`config.mk`:
```
export PLATFORM = sky130hd
export DESIGN_NAME = mmio_uart_tx
export DESIGN_NICKNAME = d
export VERILOG_FILES = /design/src/rtl/mmio_uart_pkg.sv /design/src/rtl/mmio_uart_fifo.sv /design/src/rtl/mmio_uart_tx.sv
export SDC_FILE = /design/constraint.sdc
export NUM_CORES = 1
export LEC_CHECK = 0
export BUFFER_PORTS_ARGS = -buffer_cell sky130_fd_sc_hd__buf_2
export CAP_MARGIN = 40
export CORE_ASPECT_RATIO = 1.75
export CORE_UTILIZATION = 49
export DETAILED_ROUTE_END_ITERATION = 6
export PLACE_DENSITY = 0.76
export SLEW_MARGIN = 20
export SYNTH_ARGS = -nofsm -noshare
export SYNTH_HDL_FRONTEND = slang
export SYNTH_SLANG_ARGS = --single-unit
```
`constraint.sdc`:
```
create_clock -name clk -period 8 [get_ports clk]
set_clock_uncertainty 0.1 [all_clocks]
set_input_delay 0.8 -clock clk [delete_from_list [all_inputs] [get_ports clk]]
set_output_delay 0.8 -clock clk [all_outputs]
set_load 0.02 [all_outputs]
```
`src/rtl/mmio_uart_pkg.sv`:
```
// mmio_uart_pkg: shared definitions for the memory-mapped UART transmitter.
//   - uart_state_t : transmitter FSM state encoding
//   - TXDATA_OFS / STATUS_OFS : register byte offsets inside the 8-byte window
//   - ST_* : bit positions inside the STATUS word
//   - pack_status(): assembles the STATUS read word from its fields
package mmio_uart_pkg;

    typedef enum logic [2:0] {
        IDLE   = 3'd0,
        START  = 3'd1,
        DATA   = 3'd2,
        STOP   = 3'd3,
        PARITY = 3'd4
    } uart_state_t;

    localparam logic [2:0] TXDATA_OFS = 3'd0;
    localparam logic [2:0] STATUS_OFS = 3'd4;

    localparam int ST_BUSY    = 0;
    localparam int ST_FULL    = 1;
    localparam int ST_EMPTY   = 2;
    localparam int ST_OVF     = 3;
    localparam int ST_CNT_LSB = 4;
    localparam int ST_CNT_W   = 5;
    localparam int ST_PAR     = 9;

    function automatic logic [31:0] pack_status(
        input logic                fsm_busy,
        input logic                full,
        input logic                empty,
        input logic                ovf,
        input logic [ST_CNT_W-1:0] cnt,
        input logic                par_en
    );
        logic [31:0] word;
        word                           = '0;
        word[ST_BUSY]                  = fsm_busy;
        word[ST_FULL]                  = full;
        word[ST_EMPTY]                 = empty;
        word[ST_OVF]                   = ovf;
        word[ST_CNT_LSB +: ST_CNT_W]   = cnt;
        word[ST_PAR]                   = par_en;
        return word;
    endfunction

endpackage

```
`src/rtl/mmio_uart_fifo.sv`:
```
// mmio_uart_fifo: small synchronous FIFO with first-word fall-through read.
// Ports:
//   clk    - clock, rising edge
//   reset  - synchronous active-low reset (empties the FIFO)
//   push   - write wdata; accepted when not full or when a pop happens on the same edge
//   pop    - discard the head entry; ignored when empty
//   wdata  - data to push
//   rdata  - current head entry (valid while !empty)
//   full, empty, count - occupancy flags and entry count (one bit wider than the pointers)
module mmio_uart_fifo #(
    parameter int DEPTH = 4,
    parameter int WIDTH = 8
) (
    input  logic                       clk,
    input  logic                       reset,
    input  logic                       push,
    input  logic                       pop,
    input  logic [WIDTH-1:0]           wdata,
    output logic [WIDTH-1:0]           rdata,
    output logic                       full,
    output logic                       empty,
    output logic [$clog2(DEPTH):0]     count
);
    localparam int AW = $clog2(DEPTH);

    logic [WIDTH-1:0] mem [DEPTH];
    logic [AW-1:0]    wr_ptr_reg;
    logic [AW-1:0]    rd_ptr_reg;
    logic [AW:0]      count_reg;
    logic             do_push;
    logic             do_pop;

    assign empty   = (count_reg == '0);
    assign full    = (count_reg == (AW+1)'(DEPTH));
    assign count   = count_reg;
    assign do_pop  = pop && !empty;
    // A full FIFO still takes a byte when the head leaves on the same edge.
    assign do_push = push && (!full || do_pop);

    // Head is read combinationally so the transmitter can load it on the pop edge.
    assign rdata = mem[rd_ptr_reg];

    always_ff @(posedge clk) begin
        if (do_push) begin
            mem[wr_ptr_reg] <= wdata;
        end
    end

    // Pointers are DEPTH-sized (power of two), so they wrap naturally.
    always_ff @(posedge clk) begin
        if (!reset) begin
            wr_ptr_reg <= '0;
            rd_ptr_reg <= '0;
            count_reg  <= '0;
        end else begin
            if (do_push) begin
                wr_ptr_reg <= wr_ptr_reg + 1'b1;
            end
            if (do_pop) begin
                rd_ptr_reg <= rd_ptr_reg + 1'b1;
            end
            case ({do_push, do_pop})
                2'b10:   count_reg <= count_reg + 1'b1;
                2'b01:   count_reg <= count_reg - 1'b1;
                default: count_reg <= count_reg;
            endcase
        end
    end

endmodule

```
`src/rtl/mmio_uart_tx.sv`:
```
// mmio_uart_tx: memory-mapped UART transmitter on the core data port.
// Window (8 bytes at BASE_ADDR): TXDATA at +0 (write pushes a byte, reads 0),
// STATUS at +4 (busy/full/empty/overflow/count/parity-enabled; writing bit3 clears overflow).
// Bytes are buffered in mmio_uart_fifo and sent 8N1, LSB first, on tx.
// Optional build macro MMIO_UART_PARITY_EN adds an even-parity bit after the data bits.
// Ports:
//   clk       - clock, rising edge
//   reset     - synchronous active-low reset
//   MemWrite  - core store strobe
//   DataAdr   - core data address
//   WriteData - core store data
//   ReadData  - combinational read data, 0 outside the window
//   hit       - combinational window match for the top-level read mux
//   tx        - registered serial output, idle high
//   busy      - FSM not idle or FIFO non-empty
module mmio_uart_tx
    import mmio_uart_pkg::*;
#(
    parameter logic [31:0] BASE_ADDR    = 32'h0200_0010,
    parameter int          CLKS_PER_BIT = 16,
    parameter int          FIFO_DEPTH   = 4
) (
    input  logic        clk,
    input  logic        reset,
    input  logic        MemWrite,
    input  logic [31:0] DataAdr,
    input  logic [31:0] WriteData,
    output logic [31:0] ReadData,
    output logic        hit,
    output logic        tx,
    output logic        busy
);
    localparam int          CW        = $clog2(FIFO_DEPTH) + 1;
    localparam logic [15:0] BAUD_LAST = 16'(CLKS_PER_BIT - 1);
`ifdef MMIO_UART_PARITY_EN
    localparam logic        PARITY_EN = 1'b1;
`else
    localparam logic        PARITY_EN = 1'b0;
`endif

    uart_state_t   state_reg;
    logic [15:0]   baud_reg;
    logic [2:0]    bit_idx_reg;
    logic [7:0]    shift_reg;
    logic          tx_reg;
    logic          ovf_reg;
`ifdef MMIO_UART_PARITY_EN
    logic          par_reg;
`endif

    logic          sel_status;
    logic          wr_txdata;
    logic          wr_status;
    logic          baud_last;
    logic          pop;
    logic          ovf_set;
    logic          ovf_clr;
    logic          fifo_full;
    logic          fifo_empty;
    logic [7:0]    fifo_rdata;
    logic [CW-1:0] fifo_count;
    logic [31:0]   status_word;
    logic          unused_bits;

    // Only bits [7:0] (TXDATA) and bit 3 (STATUS) of the store data matter,
    // and the two lowest address bits are ignored inside the window.
    assign unused_bits = &{1'b0, WriteData[31:8], DataAdr[1:0]};

    // Address decode: the window is 8 bytes, registers selected by DataAdr[2].
    assign hit        = (DataAdr[31:3] == BASE_ADDR[31:3]);
    assign sel_status = (DataAdr[2] == STATUS_OFS[2]);
    assign wr_txdata  = MemWrite && hit && !sel_status;
    assign wr_status  = MemWrite && hit && sel_status;

    assign baud_last = (baud_reg == BAUD_LAST);
    // Pop from IDLE, or at the end of STOP so the next frame follows with no gap.
    assign pop = !fifo_empty &&
                 ((state_reg == IDLE) || ((state_reg == STOP) && baud_last));

    assign ovf_set = wr_txdata && fifo_full && !pop;
    assign ovf_clr = wr_status && WriteData[ST_OVF];

    mmio_uart_fifo #(
        .DEPTH (FIFO_DEPTH),
        .WIDTH (8)
    ) u_fifo (
        .clk   (clk),
        .reset (reset),
        .push  (wr_txdata),
        .pop   (pop),
        .wdata (WriteData[7:0]),
        .rdata (fifo_rdata),
        .full  (fifo_full),
        .empty (fifo_empty),
        .count (fifo_count)
    );

    // Set wins over a clear on the same edge.
    always_ff @(posedge clk) begin
        if (!reset) begin
            ovf_reg <= 1'b0;
        end else if (ovf_set) begin
            ovf_reg <= 1'b1;
        end else if (ovf_clr) begin
            ovf_reg <= 1'b0;
        end
    end

    // Transmit FSM. tx is driven from the register loaded on each bit boundary,
    // so the line value always changes exactly on a clock edge.
    always_ff @(posedge clk) begin
        if (!reset) begin
            state_reg   <= IDLE;
            baud_reg    <= '0;
            bit_idx_reg <= '0;
            shift_reg   <= '0;
            tx_reg      <= 1'b1;
`ifdef MMIO_UART_PARITY_EN
            par_reg     <= 1'b0;
`endif
        end else begin
            case (state_reg)
                IDLE: begin
                    tx_reg <= 1'b1;
                    if (!fifo_empty) begin
                        shift_reg <= fifo_rdata;
`ifdef MMIO_UART_PARITY_EN
                        par_reg   <= ^fifo_rdata;
`endif
                        baud_reg  <= '0;
                        state_reg <= START;
                        tx_reg    <= 1'b0;
                    end
                end
                START: begin
                    if (baud_last) begin
                        baud_reg    <= '0;
                        bit_idx_reg <= '0;
                        state_reg   <= DATA;
                        tx_reg      <= shift_reg[0];
                    end else begin
                        baud_reg <= baud_reg + 16'd1;
                    end
                end
                DATA: begin
                    if (baud_last) begin
                        baud_reg <= '0;
                        if (bit_idx_reg == 3'd7) begin
`ifdef MMIO_UART_PARITY_EN
                            state_reg <= PARITY;
                            tx_reg    <= par_reg;
`else
                            state_reg <= STOP;
                            tx_reg    <= 1'b1;
`endif
                        end else begin
                            bit_idx_reg <= bit_idx_reg + 3'd1;
                            shift_reg   <= shift_reg >> 1;
                            tx_reg      <= shift_reg[1];
                        end
                    end else begin
                        baud_reg <= baud_reg + 16'd1;
                    end
                end
`ifdef MMIO_UART_PARITY_EN
                PARITY: begin
                    if (baud_last) begin
                        baud_reg  <= '0;
                        state_reg <= STOP;
                        tx_reg    <= 1'b1;
                    end else begin
                        baud_reg <= baud_reg + 16'd1;
                    end
                end
`endif
                STOP: begin
                    if (baud_last) begin
                        baud_reg <= '0;
                        if (!fifo_empty) begin
                            shift_reg <= fifo_rdata;
`ifdef MMIO_UART_PARITY_EN
                            par_reg   <= ^fifo_rdata;
`endif
                            state_reg <= START;
                            tx_reg    <= 1'b0;
                        end else begin
                            state_reg <= IDLE;
                            tx_reg    <= 1'b1;
                        end
                    end else begin
                        baud_reg <= baud_reg + 16'd1;
                    end
                end
                default: begin
                    state_reg <= IDLE;
                    baud_reg  <= '0;
                    tx_reg    <= 1'b1;
                end
            endcase
        end
    end

    assign status_word = pack_status(state_reg != IDLE, fifo_full, fifo_empty,
                                     ovf_reg, ST_CNT_W'(fifo_count), PARITY_EN);

    // TXDATA reads as zero; only STATUS returns data.
    assign ReadData = (hit && sel_status) ? status_word : 32'd0;
    assign tx       = tx_reg;
    assign busy     = (state_reg != IDLE) || !fifo_empty;

endmodule

```
## Word-level counts from Yosys, hierarchy flattened

Memories as Yosys holds them, arrays and structs flattened. A register that Yosys moved wholly into a read port is not among the register bits.
Cells that the tools add are included.

- Register bits after elaboration: 39
- RAM bits: 32
- Input bits: 67
- Output and inout port bits: 35
- Word-level logic and storage cells: 94
- Memories kept: 1

- Add/subtract/negate cells: 6
- Equality and inequality tests: 15
- Multiplexer cells: 33
- Reduce and logical (&&, ||, !) cells: 30

Memory list:

| memory | depth | width | rd ports | clocked after memory_dff | write ports | line | RTL |
|---|---|---|---|---|---|---|---|
| u_fifo.mem | 4 | 8 | 1 | 1 | 1 | mmio_uart_fifo.sv:26 | `logic [WIDTH-1:0] mem [DEPTH];` |

Operator list:

| operator | number |
|---|---|
| 2-to-1 mux 16 bit | 2 |
| 2-to-1 mux 8 bit | 4 |
| one-hot mux 16 bit (2 select lines) | 1 |
| == test 29 x 23 -> 1 bit (second input constant) | 1 |
| 2-to-1 mux 3 bit | 8 |
| one-hot mux 8 bit (3 select lines) | 1 |
| adder 16 x 1 -> 16 bit (second input constant) | 1 |
| == test 16 x 4 -> 1 bit (second input constant) | 1 |
| inequality test 2 bit (second input constant) | 6 |
| one-hot mux 3 bit (2 select lines) | 2 |
| one-hot mux 3 bit (4 select lines) | 1 |
| logical AND 1 bit | 11 |
| 2-to-1 mux 1 bit | 10 |
| AND reduction 4 bit | 2 |
| 2-to-1 mux 7 bit | 1 |
| adder 3 x 1 -> 3 bit (second input constant) | 2 |
| == test 3 x 2 -> 1 bit (second input constant) | 2 |
| == test 3 bit (second input constant) | 2 |
| zero test 3 bit | 2 |
| nonzero test 2 bit | 3 |
| nonzero test 3 bit | 2 |
| AND reduction 5 bit | 1 |
| adder 2 x 1 -> 2 bit (second input constant) | 2 |
| zero test 1 bit | 4 |
| other kinds (9) | 12 |

## Logic depth before layout (Yosys ltp)

- Depth in word-level cells: 9
- Gate-level depth with buffers: 12

## By module

Synthesis repeated with hierarchy kept, for this count alone.

- Cell total of the unflattened synthesis: 325
- Area, all modules: 3,667.3 um^2

Modules (own cells, without submodules):

| module | instances | cells each | area an instance (um^2) | sequential area each (um^2) |
|---|---|---|---|---|
| mmio_uart_tx | 1 | 229 | 2,021.9 | 620.6 |
| mmio_uart_fifo | 1 | 96 | 1,645.3 | 1,141.1 |

## Least setup slack after synthesis

OpenSTA, ideal clock, no wires.

- Path type: in2out
- Start: input DataAdr[3]
- End: output ReadData[0]
- Arrival: 2,143 ps
- Data required time: 7,100 ps
- Setup slack: 4,957 ps
- Cell stages on the path: 5
- Buffers on the path: 0
- Cells stage by stage: nor4b_1 -> nand4_1 -> nor2_1 -> nand2_1 -> nor2_1

- Word-level cells in the longest chain between the ends: 3

RTL lines:

| element | line | RTL |
|---|---|---|
| start, declared | mmio_uart_tx.sv:26 | `input logic [31:0] DataAdr,` |
| == test 29 x 23 -> 1 bit | mmio_uart_tx.sv:70 | `assign hit = (DataAdr[31:3] == BASE_ADDR[31:3]);` |
| named net hit | mmio_uart_tx.sv:29 | `output logic hit,` |
| logical AND 1 bit | mmio_uart_tx.sv:207 | `assign ReadData = (hit && sel_status) ? status_word : 32'd0;` |
| 2-to-1 mux 7 bit | mmio_uart_tx.sv:207 |  |
| end, declared | mmio_uart_tx.sv:28 | `output logic [31:0] ReadData,` |

The timed path passes the listed nets, and every way through them passes these cells.

## Worst setup path after layout

- Start: input DataAdr[7]
- End: register u_fifo.count_reg[2] (netlist: u_fifo.count[2])

- Word-level cells in the longest chain between the ends: 6
- Elaborated cells between the ends (all ways): 8
- Classes of those cells: 3 x eq/ne; 1 x mux; 4 x reduce/logical

RTL lines:

| element | line | RTL |
|---|---|---|
| == test 29 x 23 -> 1 bit * | mmio_uart_tx.sv:70 |  |
| logical AND 1 bit * (2 in series) | mmio_uart_tx.sv:72 | `assign wr_txdata = MemWrite && hit && !sel_status;` |
| logical AND 1 bit * | mmio_uart_fifo.sv:38 | `assign do_push = push && (!full \|\| do_pop);` |
| == test 2 x 1 -> 1 bit / == test 2 bit (equally long branches) | mmio_uart_fifo.sv:62 | `case ({do_push, do_pop})` |
| one-hot mux 3 bit (2 select lines) / nonzero test 2 bit (equally long branches) | -- |  |
| end signal, assigned | mmio_uart_fifo.sv:63 | `2'b10: count_reg <= count_reg + 1'b1;` |
| end signal, assigned | mmio_uart_fifo.sv:64 | `2'b01: count_reg <= count_reg - 1'b1;` |
| end signal, assigned | mmio_uart_fifo.sv:65 | `default: count_reg <= count_reg;` |
| end, declared | mmio_uart_fifo.sv:29 | `logic [AW:0] count_reg;` |

Mark *: on every way between the ends. The rest lies on a longest branch, timed or not.
A chain may end at the register's enable or synchronous reset.

==> flow_metrics.tcl <==
set metrics [dict create \
    die-height_microns 116 \
    cap_violations 0 \
    wire_per_inst_microns 14.8 \
    max_freq_ghz 0.326 \
    crit_type "in2reg" \
    synth.ff_latch_count 72 \
    critical_path_arrival_ns 3.21 \
    place_area_sq_mm 0.00387 \
    ys_top_cells_by_area "edfxtp_1 (26%), dfxtp_1 (22%), buf_4 (5.3%)" \
    synth_warnings 0 \
    final_max_slew_viol_count 0 \
    status "complete, no violations" \
    async_flop_share 0 \
    synth_edf_count 32 \
    rsz0062_at_grt "false" \
    antenna_left 0 \
    layout_min_cycle_time_ns 3.07 \
    ys_types 55 \
    totalWireLength_microns 7000 \
    rows 41 \
    synth_area_sq_mm 0.00365 \
    clock_path_buffers 2 \
    cts_buffers 9 \
    drive_gt1_frac 0.220 \
    postCtsResizedCells 0 \
    cp-start-kind "input port" \
    instances_no_fill 473 \
    maxSlewHeadroom 0.536 \
    ir_drop_v 0.000209 \
    grt_first_pass_wirelength_microns 11400 \
    grt_usage 0.197 \
    synth_top_area_share 0.263 \
    dieArea_sq_mm 0.00781 \
    synth_most_common_cell "dfxtp_1" \
    dp_hpwl_microns 5140 \
    cts_tree "done" \
    worst_skew_pair.late_latency_ns 0.33 \
    fill_cells 603 \
    place_inst 457 \
    synth_common_cells "dfxtp_1 (40), edfxtp_1 (32), nor2_1 (30)" \
    port_buffers 50 \
    place_congestion 0.795 \
    antenna_found_initial 0 \
    setup_tns_ns 0 \
    fin_crit_sh 0.383 \
    first_iter_violations 158 \
    drc 0 \
    seq_area_sq_mm 0.00176 \
    avgSynthCellArea_sq_um 10.9 \
    cts_sinks 72 \
    hold_buffers 0 \
    clkTransAtPathRegs_ns 0.05 \
    multi_input_area_sq_mm 0.00168 \
    power_density_mw_per_mm2 198 \
    endpoint_kind "flop" \
    yosys.area.top_type "edfxtp_1" \
    grt.overflow.total 0 \
    antenna-diode-count 0 \
    syn2layout_area_growth_pct 14.5 \
    finalPower_uw 827 \
    setup_viol 0 \
    seq_area_frac_synth 0.483 \
    synth_flop_cell "dfxtp_1" \
    vias 2670 \
    largest_register_ffs 32 \
    synthCells 335 \
    p_leak_uw 0.00156 \
    core-area_sq_mm 0.00723 \
    grt_max_degree 19 \
    fin_hold_ws_ns 0.385 \
    hold_class "reg2reg" \
    detail_route.first_pass.iterations 4 \
    htreeDepth 3 \
    start_util 0.505 \
    final_area_sq_mm 0.00418 \
    nets 463 \
    ios 102 \
    cp.required_ns 8.15 \
    viasPerCell 5.64 \
    worstMarginPinSlew_ns 0.696 \
    grt_pass1_vias 2579 \
    die_x_microns 67.3 \
    postCtsSetupBuffers 0 \
    path_max_fanout 7 \
    hold_violations 0 \
    root_buffer "clkbuf_16" \
]
## area by class of cell
| cell class | instances | share of cell area |
|---|---|---|
| clock buffer | 10 | 0.0548 |
| clock inverter | 6 | 0.0201 |
| inverter | 15 | 0.0135 |
| multi-input combinational | 233 | 0.401 |
| sequential | 72 | 0.421 |
| tap | 86 | 0.0257 |
| timing repair buffer | 51 | 0.0635 |
## routing by layer
layer,global-route usage,wire [microns],vias to the layer above,share of wire
li1,-,-,1299,-
met1,0.202,2690,1285,0.38
met2,0.363,3900,73,0.56
met3,0.0410,266,13,0.038
met4,0.102,149,0,0.021
met5,0,0,-,0
## stage by stage
| step | utilization | setup WS [ns] |
|---|---|---|
| after floorplan | - | 4.96 |
| after global placement | 0.533 | 4.71 |
| after detailed placement | 0.535 | 4.56 |
| after CTS | 0.578 | 4.89 |
| after global routing | 0.578 | 4.71 |
| final | 0.578 | 4.93 |
## placed cells by master, fill, tap and decap left out, drive strengths merged, types with 7 or more instances in the layout
| cell type | n |
|---|---|
| conb | 25 |
| dfxtp | 40 |
| nor2 | 32 |
| nor3 | 8 |
| mux2i | 15 |
| nor4 | 9 |
| edfxtp | 32 |
| a211oi | 9 |
| nand2 | 20 |
| a21oi | 16 |
| clkbuf | 10 |
| ha | 13 |
| mux4 | 8 |
| buf | 51 |
| o21ai | 7 |
| inv | 14 |
## critical path: stages
cell,delay [ns]
buf_2,0.09
nor4_1,0.31
nand4_1,0.17
nor4_1,0.37
a21boi_2,0.40
inv_1,0.10
ha_1,0.22
inv_1,0.07
fa_1,0.17
xor2_1,0.07
or3_1,0.30
a21oi_1,0.13
## report_power, final
group | internal (uW) | leakage [uW] | switching, uW | total, uW
Combinational | 8.41 | 0.000799 | 19.1 | 27.5
Sequential | 384 | 0.000609 | 0.00000851 | 384
Clock | 271 | 0.000148 | 144 | 415
Total | 663 | 0.00156 | 163 | 827
## path summary, 6_finish.rpt
kind	from	cells after the start	end	slack (ns)
max	DataAdr[7]	12	u_fifo.count[2]	4.93
min	u_fifo.rd_ptr_reg[1]	2	u_fifo.rd_ptr_reg[1]	0.39
max reg2reg	baud_reg[0]	12	u_fifo.count[2]	4.97
min reg2reg	u_fifo.rd_ptr_reg[1]	2	u_fifo.rd_ptr_reg[1]	0.39
## cell families (layout without fill, tap and decap cells)
group           after synthesis  in the layout  share of synthesized area
compound gates               63             63                      0.127
other cells                   1             25                    0.00103
simple gates                106            106                      0.161
buf+inv                      54             82                     0.0829
flops                        72             72                      0.483
xor+xnor                      2              2                    0.00480
mux                          23             23                     0.0905
fa+ha+maj                    14             14                     0.0500
(Power assumes the default switching activity.)
